[config.mk]
export PLATFORM = sky130hd
export DESIGN_NAME = alu_writeback
export DESIGN_NICKNAME = d
export VERILOG_FILES = /design/src/rtl/alu_pkg.sv /design/src/rtl/alu_wb_flags.sv /design/src/rtl/alu_writeback.sv
export SDC_FILE = /design/constraint.sdc
export NUM_CORES = 1
export LEC_CHECK = 0
export ABC_AREA = 1
export CAP_MARGIN = 20
export CORE_MARGIN = 1.5
export CORE_UTILIZATION = 55
export DETAILED_ROUTE_END_ITERATION = 8
export DONT_BUFFER_PORTS = 1
export GPL_TIMING_DRIVEN = 0
export PLACE_DENSITY = 0.74
export SYNTH_ARGS = -nofsm -noshare
export SYNTH_HDL_FRONTEND = slang
export SYNTH_SLANG_ARGS = --single-unit
export TNS_END_PERCENT = 20
[constraint.sdc]
create_clock -name clk -period 1.35 [get_ports clk]
set_input_delay 0.27 -clock clk [delete_from_list [all_inputs] [get_ports clk]]
set_output_delay 0.27 -clock clk [all_outputs]
set_load 0.005 [all_outputs]
[src/rtl/alu_pkg.sv]
// rtl/alu_pkg.sv - ALU function codes, writeback state enum and width defaults shared by the ALU and writeback.
package alu_pkg;

   localparam int DEFAULT_DATA_WIDTH        = 16;
   localparam int DEFAULT_ALU_CONTROL_WIDTH = 4;

   localparam logic [DEFAULT_ALU_CONTROL_WIDTH-1:0] ALU_NOP = 4'b0000;
   localparam logic [DEFAULT_ALU_CONTROL_WIDTH-1:0] ALU_MUL = 4'b0001;
   localparam logic [DEFAULT_ALU_CONTROL_WIDTH-1:0] ALU_DIV = 4'b0010;
   localparam logic [DEFAULT_ALU_CONTROL_WIDTH-1:0] ALU_SUB = 4'b0011;
   localparam logic [DEFAULT_ALU_CONTROL_WIDTH-1:0] ALU_AND = 4'b0100;
   localparam logic [DEFAULT_ALU_CONTROL_WIDTH-1:0] ALU_OR  = 4'b0101;
   localparam logic [DEFAULT_ALU_CONTROL_WIDTH-1:0] ALU_SLL = 4'b1000;
   localparam logic [DEFAULT_ALU_CONTROL_WIDTH-1:0] ALU_SLR = 4'b1001;
   localparam logic [DEFAULT_ALU_CONTROL_WIDTH-1:0] ALU_ROL = 4'b1010;
   localparam logic [DEFAULT_ALU_CONTROL_WIDTH-1:0] ALU_ROR = 4'b1011;
   localparam logic [DEFAULT_ALU_CONTROL_WIDTH-1:0] ALU_ADD = 4'b1111;

   typedef enum logic [1:0] {
      WB_IDLE  = 2'd0,
      WB_WR_LO = 2'd1,
      WB_WR_HI = 2'd2,
      WB_EXC   = 2'd3
   } wb_state_t;

endpackage

[src/rtl/alu_wb_flags.sv]
// rtl/alu_wb_flags.sv - zero/negative flags of the last written low result; present only with ALU_WB_FLAGS_EN.
`ifdef ALU_WB_FLAGS_EN
module alu_wb_flags #(
   parameter int DATA_WIDTH = 16
) (
   input  logic                  clk,
   input  logic                  rst,
   input  logic                  update,
   input  logic [DATA_WIDTH-1:0] result,
   output logic                  z_flag,
   output logic                  n_flag
);

   always_ff @(posedge clk) begin
      if (rst) begin
         z_flag <= 1'b0;
         n_flag <= 1'b0;
      end else if (update) begin
         z_flag <= (result == '0);
         n_flag <= result[DATA_WIDTH-1];
      end
   end

endmodule
`endif

[src/rtl/alu_writeback.sv]
// rtl/alu_writeback.sv - captures one ALU result per handshake and sequences register-file writes;
// ALU_WB_FLAGS_EN adds z_flag/n_flag outputs.
module alu_writeback
   import alu_pkg::*;
#(
   parameter int DATA_WIDTH        = DEFAULT_DATA_WIDTH,
   parameter int ALU_CONTROL_WIDTH = DEFAULT_ALU_CONTROL_WIDTH,
   parameter int REG_ADDR_WIDTH    = 4,
   parameter int HI_REG            = 0
) (
   input  logic                         clk,
   input  logic                         rst,
   input  logic                         in_valid,
   output logic                         in_ready,
   input  logic [ALU_CONTROL_WIDTH-1:0] alu_ctrl,
   input  logic [REG_ADDR_WIDTH-1:0]    dest_addr,
   input  logic [DATA_WIDTH-1:0]        r_in,
   input  logic [DATA_WIDTH-1:0]        s_in,
   input  logic                         alu_exc,
   input  logic                         exc_clear,
   output logic                         rf_we,
   output logic [REG_ADDR_WIDTH-1:0]    rf_waddr,
   output logic [DATA_WIDTH-1:0]        rf_wdata,
   output logic                         done,
`ifdef ALU_WB_FLAGS_EN
   output logic                         z_flag,
   output logic                         n_flag,
`endif
   output logic                         exc_flag
);

   wb_state_t                  state, state_next;
   logic [ALU_CONTROL_WIDTH-1:0] ctrl_q;
   logic [REG_ADDR_WIDTH-1:0]  dest_q;
   logic [DATA_WIDTH-1:0]      r_q;
   logic [DATA_WIDTH-1:0]      s_q;
   logic                       accept;
   logic                       two_word;

   assign accept   = in_valid && in_ready;
   assign two_word = (ctrl_q == ALU_CONTROL_WIDTH'(ALU_MUL)) ||
                     (ctrl_q == ALU_CONTROL_WIDTH'(ALU_DIV));

   always_ff @(posedge clk) begin
      if (rst) begin
         state  <= WB_IDLE;
         ctrl_q <= '0;
         dest_q <= '0;
         r_q    <= '0;
         s_q    <= '0;
      end else begin
         state <= state_next;
         if (accept) begin
            ctrl_q <= alu_ctrl;
            dest_q <= dest_addr;
            r_q    <= r_in;
            s_q    <= s_in;
         end
      end
   end

   always_comb begin
      state_next = state;
      in_ready   = 1'b0;
      rf_we      = 1'b0;
      rf_waddr   = '0;
      rf_wdata   = '0;
      done       = 1'b0;
      exc_flag   = 1'b0;
      case (state)
         WB_IDLE: begin
            in_ready = 1'b1;
            if (in_valid) state_next = alu_exc ? WB_EXC : WB_WR_LO;
         end
         WB_WR_LO: begin
            rf_waddr = dest_q;
            rf_wdata = r_q;
            rf_we    = (ctrl_q != ALU_CONTROL_WIDTH'(ALU_NOP));
            if (two_word) begin
               state_next = WB_WR_HI;
            end else begin
               done       = 1'b1;
               state_next = WB_IDLE;
            end
         end
         WB_WR_HI: begin
            // HI write comes second so it wins when dest_addr == HI_REG
            rf_we      = 1'b1;
            rf_waddr   = REG_ADDR_WIDTH'(HI_REG);
            rf_wdata   = s_q;
            done       = 1'b1;
            state_next = WB_IDLE;
         end
         WB_EXC: begin
            exc_flag = 1'b1;
            if (exc_clear) state_next = WB_IDLE;
         end
         default: state_next = WB_IDLE;
      endcase
   end

`ifdef ALU_WB_FLAGS_EN
   alu_wb_flags #(.DATA_WIDTH(DATA_WIDTH)) u_flags (
      .clk    (clk),
      .rst    (rst),
      .update ((state == WB_WR_LO) && rf_we),
      .result (r_q),
      .z_flag (z_flag),
      .n_flag (n_flag)
   );
`endif

endmodule

==> results of run 1 <==
-- worst max-delay path: cells and delay by family, from the launching register on --
family / cells / cell delay [ns]
buf+inv: 3 / 0.28
compound gates: 1 / 0.13
flops: 1 / 0.41
fa+ha+maj: 1 / 0.29
-- power groups by stage --
stage	logic (mW)	registers, mW	clock network, mW
floorplan	0.823	1.56	0
global placement	0.999	1.59	0
detailed placement	1.02	1.59	0
CTS	1.34	1.57	0.816
global route	1.77	1.62	0.878
finish	1.64	1.60	0.818
-- metal layers --
layer  global-route usage  wire length [µm]  up-vias
li1                     -                 -      906
met1               0.3123              2130      833
met2               0.4605              2552       76
met3              0.07983               357       14
met4               0.1211               140        0
met5                    0                 0        -
-- stage by stage --
| step | power, mW | setup TNS [ns] | hold slack [ns] |
|---|---|---|---|
| 4_1_cts | 3.732 | -7.319 | 0.06963 |
| 6_report | 4.054 | -8.033 | 0.06347 |
| 3_5_place_dp | 2.613 | -6.439 | 0.3373 |
| 5_1_grt | 4.269 | -9.443 | 0.06518 |
| 3_3_place_gp | 2.586 | -4.795 | 0.3420 |
| 2_1_floorplan | 2.386 | 0 | 0.3317 |
-- worst paths after layout --
kind                               from              endpoint  slack [ns]  depth (start not counted)
hold reg to reg    s_q[15]$_SDFFE_PP0P_  s_q[15]$_SDFFE_PP0P_        0.50                          2
hold / removal                 r_in[14]  r_q[14]$_SDFFE_PP0P_        0.06                          2
setup / recovery  state[1]$_SDFFE_PP0P_          rf_wdata[12]       -0.41                          5
setup reg to reg  state[0]$_SDFFE_PP0P_  s_q[10]$_SDFFE_PP0P_           0                          6
-- synth_stat cells --
master     n  area [µm²]
a21oi_1   22       110.1
buf_1      1       3.750
buf_2      5       25.02
buf_6      3       33.78
clkbuf_1   8       30.03
clkinv_1   1       3.750
dfxtp_1   42       840.8
ha_1       5       62.56
inv_1     14       52.55
inv_2      1       3.750
nand2_1   47       176.4
nand2_2    1       6.260
nand3_1    3       15.01
nand4_1    1       6.260
nor2_1    79       296.5
o21ai_0   40       200.2
-- state kept, by name, summed over array words and instances (netlist names) --
| name | count |
|---|---|
| state | 2 |
| ctrl_q | 4 |
| dest_q | 4 |
| s_q | 16 |
| r_q | 16 |
-- area by class of cell --
cell class,instances,area [µm²]
buffer,17,153.9
clock buffer,5,37.54
clock inverter,3,45.04
fill,223,656.9
inverter,16,82.58
multi-input combinational,198,1104
sequential,42,848.3
tap,44,55.05
timing repair buffer,16,145.1
-- kinds of logic after synthesis --
group	synth area share
and+or+nand+nor	0.2681
AOI/OAI and AO/OA	0.1662
DFF	0.4504
buffers and inverters	0.08176
adders and majority gates	0.03351
-- repair_timing --
action                     4_1_cts  5_1_grt
gates resized for setup         34       40
hold endpoints to repair         1        0
pin swaps                        2        6
hold buffers                     1        0
gates cloned                     2        0
buffers inserted                 7        6
setup endpoints to repair       62       57
==> results.py, run 1 <==
metrics = {
    "pwr": {
        "power_leakage_nw": 0.9574,
        "seqPwrFrac": 0.395,
        "p_switching_mw": 1.498,
        "p_sw_frac": 0.3696,
        "power_frac_comb": 0.404,
        "intPower_mw": 2.555,
        "ir_drop_mv": 1.096,
        "clkPwrFrac": 0.202,
        "p_per_area_nw_per_um2": 1640,
    },
    "sta": {
        "rsz0062_at_grt": "true",
        "fmax_ghz": 0.5695,
        "finalSetupViolCount": 23,
        "finalCritPeriodShare": 1.301,
        "tightest_slew_ns": 0.3817,
        "setup_ws_ns": -0.4060,
        "slew_viol_final": 0,
        "finClkSkew_ns": 0.01114,
        "finalHoldViolations": 0,
        "fin_crit_ns": 1.756,
        "maxSlewHeadroom": 0.7455,
    },
    "cells_and_area": {
        "final_cell_mix": "nor2_1, o21ai_0, dfxtp_1",
        "fin_area_um2": 2471,
        "fin_cells": 341,
        "syn_to_final_growth_pct": 32.37,
        "num_antenna_cells": 0,
        "final_util": 0.7900,
        "nNetsFinal": 346,
        "final_common_cell": "nor2_1",
        "drive_gt1_frac": 0.2660,
    },
    "clock_tree": {
        "cts_buffers": 5,
        "clk_pin_slew_ns": 0.13,
        "root_buffer": "clkbuf_4",
        "insertion_delay_ns": 0.36,
        "cts.path.max_buffers": 2,
        "clock_sinks": 42,
        "cts_tree": "built",
        "htree_levels": 2,
    },
    "global_route": {
        "grt_max_degree": 15,
        "grt_overflow_total": 0,
        "track_usage": 0.2701,
        "grt_pass1_vias": 1572,
        "grt_pass1_wl_mm": 7.182,
        "antenna_found_initial": 0,
    },
    "place": {
        "preCtsSetupSlack_ns": -0.2302,
        "hpwlAfterDp_mm": 3.207,
        "placed_cell_area_um2": 1983,
        "dp.cells": 317,
        "gp_congestion": 0.8611,
        "io_buffers": 0,
    },
    "routing": {
        "routed_wl_mm": 5.181,
        "routed_via_density": 5.364,
        "via_count": 1829,
        "drt_first_iter_violations": 125,
        "antenna_left": 0,
        "wire_per_inst_um": 15.19,
        "drc_errors": 0,
        "drtPass1Iterations": 4,
    },
    "logic_synthesis": {
        "yosys_warnings": 0,
        "syn-instance-count": 273,
        "yosysSeqAreaShare": 0.4504,
        "ys_ff_latch": 42,
        "synth_area_um2": 1867,
        "synth_fp_nets": 323,
        "avgSynthCellArea_um2": 6.838,
        "synth_cell_types": 16,
    },
    "floorplanning": {
        "initial_core_util": 0.5968,
        "die_area_um2": 3753,
        "io_pins": 69,
        "die_h_um": 61.26,
        "core.rowCount": 20,
        "fp.dieW_um": 61.26,
        "coreArea_um2": 3128,
    },
    "setup_path": {
        "critPathArrivalTime_ns": 1.49,
        "cp_cell_sequence": "inv_6 > ha_4 > clkinv_8 > clkbuf_16 > a21oi_4",
        "path_max_fanout": 6,
        "cp-end-kind": "output pin",
        "crit_required_ns": 1.08,
        "worstSetupStartpointType": "flip-flop",
        "crit_slowest_cell": "dfxtp_4",
        "criticalPathCategory": "flip-flop to output pin",
        "max_stage_delay_ns": 0.41,
    },
    "min_path": {
        "hold_path.class": "input port to flip-flop",
    },
    "job": {
        "maxCapViolCount": 0,
    },
    "outcome": {
        "violations": "setup timing",
        "outcome": "finished, violations left",
    },
}
Power figures use the tool's default switching activity.
==> run 2, diff against run 1 <==
- CTS_CLUSTER_SIZE: unset -> 12
==> results of run 2 <==
The final DEF is identical to that of run 1; final timing and power are the same.
==> run 3, diff against run 2 <==
- GPL_TIMING_DRIVEN: 0 -> 1
- HOLD_SLACK_MARGIN: unset -> 0.12
- SLEW_MARGIN: unset -> 30
==> run 3 against run 2 <==
Compared with the run above:
- the run now fails in global routing
- synthesized area did not move
- synthesized cell count did not move
==> results.py, run 3 <==
metrics = {
    "floorplanning": {
        "initial_core_util": 0.5968,
        "core.rowCount": 20,
        "fp.dieW_um": 61.26,
        "die_h_um": 61.26,
        "io_pins": 69,
    },
    "logic_synthesis": {
        "synth_ff_type": "dfxtp_1",
        "synth_top_family_by_area": "simple AND/OR/NAND/NOR gates",
        "yosysSeqAreaShare": 0.4504,
        "synth_area_leaders": "dfxtp_1, nor2_1, o21ai_0, nand2_1, a21oi_1",
        "synthAdderAreaFrac": 0.03351,
        "synth-simple-area-share": 0.2681,
        "synth_fp_nets": 323,
        "ys_ff_latch": 42,
        "synth_mux_area_frac": 0,
        "yosys_warnings": 0,
        "synth_compound_area_frac": 0.1662,
        "synth_cell_types": 16,
        "synth_top_area_frac": 0.4504,
        "synth.most_common_cell": "nor2_1",
        "syn-instance-count": 273,
        "yosysTopAreaCell": "dfxtp_1",
        "yosys-top-cells-count": "nor2_1, nand2_1, dfxtp_1",
        "avgSynthCellArea_um2": 6.838,
        "synth-xor-area-share": 0,
        "synth_area_um2": 1867,
        "synth-edff-count": 0,
        "async_reset_ff_frac": 0,
    },
    "global_route": {
        "antenna_found_initial": 0,
        "grt_max_degree": 39,
    },
    "place": {
        "placed_cell_area_um2": 2037,
        "hpwlAfterDp_mm": 2.987,
        "io_buffers": 0,
        "gp_congestion": 0.7688,
    },
    "outcome": {
        "error": "[ERROR DPL-0033] detailed placement checks failed during check placement.",
        "stop_stage": "global routing",
        "outcome": "aborted with a tool error",
    },
    "sta": {
        "worst_endpoint": "rf_wdata[10]",
        "endpoint_type": "top-level output",
    },
    "clock_tree": {
        "htree_levels": 2,
        "root_buffer": "clkbuf_4",
        "cts.path.max_buffers": 2,
        "clock_sinks": 42,
        "cts_buffers": 5,
    },
}
-- run 3: cell counts after synthesis --
Identical to the previous run, type by type.
-- run 3: logic make-up after synthesis --
logic type	Yosys count
compound gates	62
buf+inv	33
flops	42
fa+ha+maj	5
simple gates	131
-- run 3: per-stage QoR --
| step | setup WS, ns | instances | setup TNS (ns) |
|---|---|---|---|
| CTS | -0.3742 | 369 | -7.877 |
| detailed placement | -0.07636 | 314 | -1.755 |
| global placement | -0.05653 | 314 | -0.6425 |
| floorplan | 0.002465 | 273 | 0 |
-- run 3: timing repair --
action	CTS
setup endpoints to repair	61
pin swaps	1
cloned	3
gates resized for setup	36
hold buffers	41
setup buffers	3
hold endpoints to repair	41
==> run 4, diff against run 3 <==
- CORE_UTILIZATION: 55 -> 40
- CTS_CLUSTER_SIZE: 12 -> unset
- HOLD_SLACK_MARGIN: 0.12 -> unset
- PLACE_DENSITY: 0.74 -> unset
- PLACE_DENSITY_LB_ADDON: unset -> 0.15
- clock period: 1.35 -> 1.8 ns (I/O delays scaled with it)
==> run 4 against run 3 <==
Compared with the run above:
- the run now ends clean
==> results.py, run 4 (same netlist as run 1, synthesis figures left out) <==
metrics = {
    "sta": {
        "slew_viol_final": 0,
        "finClkSkew_ns": 0.009441,
        "setup_ws_ns": 0.08555,
        "rsz0062_at_grt": "false",
        "finalCritPeriodShare": 0.9525,
        "fin_crit_ns": 1.714,
        "finalSetupViolCount": 0,
        "maxSlewHeadroom": 0.5652,
        "fmax_ghz": 0.5833,
        "finalHoldViolations": 0,
        "tightest_slew_ns": 0.6512,
    },
    "floorplanning": {
        "coreArea_um2": 4414,
        "fp.dieW_um": 71.32,
        "core.rowCount": 24,
        "io_pins": 69,
        "die_area_um2": 5086,
        "die_h_um": 71.32,
        "initial_core_util": 0.4229,
    },
    "min_path": {
        "hold_depth": 1,
        "min_from": "rst",
        "hold_path.class": "input port to flip-flop",
        "min_to": "state[0]$_SDFFE_PP0P_",
    },
    "setup_path": {
        "criticalPathCategory": "flip-flop to output pin",
        "path_max_fanout": 11,
        "cp-end-kind": "output pin",
        "cp_cell_sequence": "inv_2 > ha_4 > inv_2 > buf_8 > a21oi_2",
        "r2r-start": "state[0]$_SDFFE_PP0P_",
        "startpoint": "state[1]$_SDFFE_PP0P_",
        "max_stage_delay_ns": 0.37,
        "crit_required_ns": 1.44,
        "reg2reg_to": "s_q[5]$_SDFFE_PP0P_",
        "crit_top_cell": "inv_2",
        "worst_r2r_path_depth": 6,
        "crit_slowest_cell": "dfxtp_2",
        "critPathArrivalTime_ns": 1.35,
        "worstSetupStartpointType": "flip-flop",
        "r2r_setup_slack_ns": 0.32,
    },
    "global_route": {
        "grt_max_degree": 39,
        "antenna_found_initial": 0,
        "grt_pass1_vias": 1517,
        "grt_pass1_wl_mm": 7.272,
        "track_usage": 0.1835,
        "grt_overflow_total": 0,
    },
    "place": {
        "gp_congestion": 0.8280,
        "io_buffers": 0,
        "hpwlAfterDp_mm": 3.108,
        "preCtsSetupSlack_ns": 0.2386,
        "placed_cell_area_um2": 1899,
    },
    "routing": {
        "drtPass1Iterations": 4,
        "antenna_left": 0,
        "routed_via_density": 5.123,
        "drt_first_iter_violations": 74,
        "wire_per_inst_um": 14.26,
        "drc_errors": 0,
        "via_count": 1665,
        "routed_wl_mm": 4.634,
    },
    "cells_and_area": {
        "num_antenna_cells": 0,
        "final_util": 0.4938,
        "final_cell_mix": "nor2_1, nand2_1, o21ai_0, dfxtp_1, a21oi_2",
        "final_common_cell": "nor2_1",
        "nNetsFinal": 322,
        "drive_gt1_frac": 0.1612,
        "reg.largest.list": "r_q (16), s_q (16)",
        "syn_to_final_growth_pct": 16.76,
        "fin_area_um2": 2180,
    },
    "pwr": {
        "p_per_area_nw_per_um2": 1271,
        "power_leakage_nw": 0.8417,
        "ir_drop_mv": 0.5000,
    },
    "clock_tree": {
        "htree_levels": 2,
        "cts_tree": "built",
        "clk_pin_slew_ns": 0.07,
        "insertion_delay_ns": 0.30,
        "cts_buffers": 5,
        "clock_sinks": 42,
        "cts.path.max_buffers": 2,
        "cts_setup_buffers": 0,
        "hold_buffers": 0,
        "root_buffer": "clkbuf_8",
    },
    "outcome": {
        "outcome": "finished clean",
    },
    "job": {
        "maxCapViolCount": 0,
    },
}
run 4: repair_timing:
action                                  in CTS  in global routing
gates resized for setup                     15                 26
endpoints found under the setup margin      18                 18
endpoints found under the hold margin        0                  0
gates cloned                                 0                  1
run 4: routing by layer:
layer  vias to the layer above  wire, µm  global-route usage  share of wire
met2                        52      2233              0.2973           0.48
li1                        860         -                   -              -
met5                         -         0                   0              0
met1                       749      2027              0.2258           0.44
met4                         0        31             0.06289         0.0067
met3                         4       341             0.06751          0.074
run 4: worst max path at each step:
stage,endpoint,slack (ns)
after global placement,rf_wdata[0],0.25
final,rf_wdata[15],0.09
after detailed placement,rf_wdata[0],0.24
after global routing,rf_wdata[10],0.008
after CTS,rf_wdata[8],-0.02
after floorplan,done,0.21
run 4: critical path, delay by kind of cell (launching register included):
kind | cells | cell delay (ns)
DFF | 1 | 0.37
buffers and inverters | 3 | 0.27
adders and majority gates | 1 | 0.27
AOI/OAI and AO/OA | 1 | 0.14
run 4: final cells by class:
cell class | instances | area [µm²]
Clock buffer | 6 | 72.57
Clock inverter | 2 | 37.54
Fill cell | 476 | 2235
Inverter | 16 | 60.06
Multi-Input combinational cell | 198 | 1008
Sequential cell | 42 | 845.8
Tap cell | 52 | 65.06
Timing Repair Buffer | 9 | 90.09
run 4: report_power, final:
group	total [mW]	internal (mW)	switching [mW]
sequential	1.18	1.09	0.0867
clock	0.739	0.414	0.325
combinational	0.853	0.305	0.548
total	2.77	1.81	0.960
run 4: stage by stage:
| stage | cells | TNS (ns) | power, mW | hold WS, ns |
|---|---|---|---|---|
| after floorplan | 273 | 0 | 1.710 | 0.4291 |
| after global placement | 316 | 0 | 1.875 | 0.4418 |
| after detailed placement | 316 | 0 | 1.881 | 0.4321 |
| after CTS | 324 | -0.08605 | 2.665 | 0.1192 |
| after global routing | 325 | 0 | 2.967 | 0.1096 |
| final | 325 | 0 | 2.771 | 0.1219 |
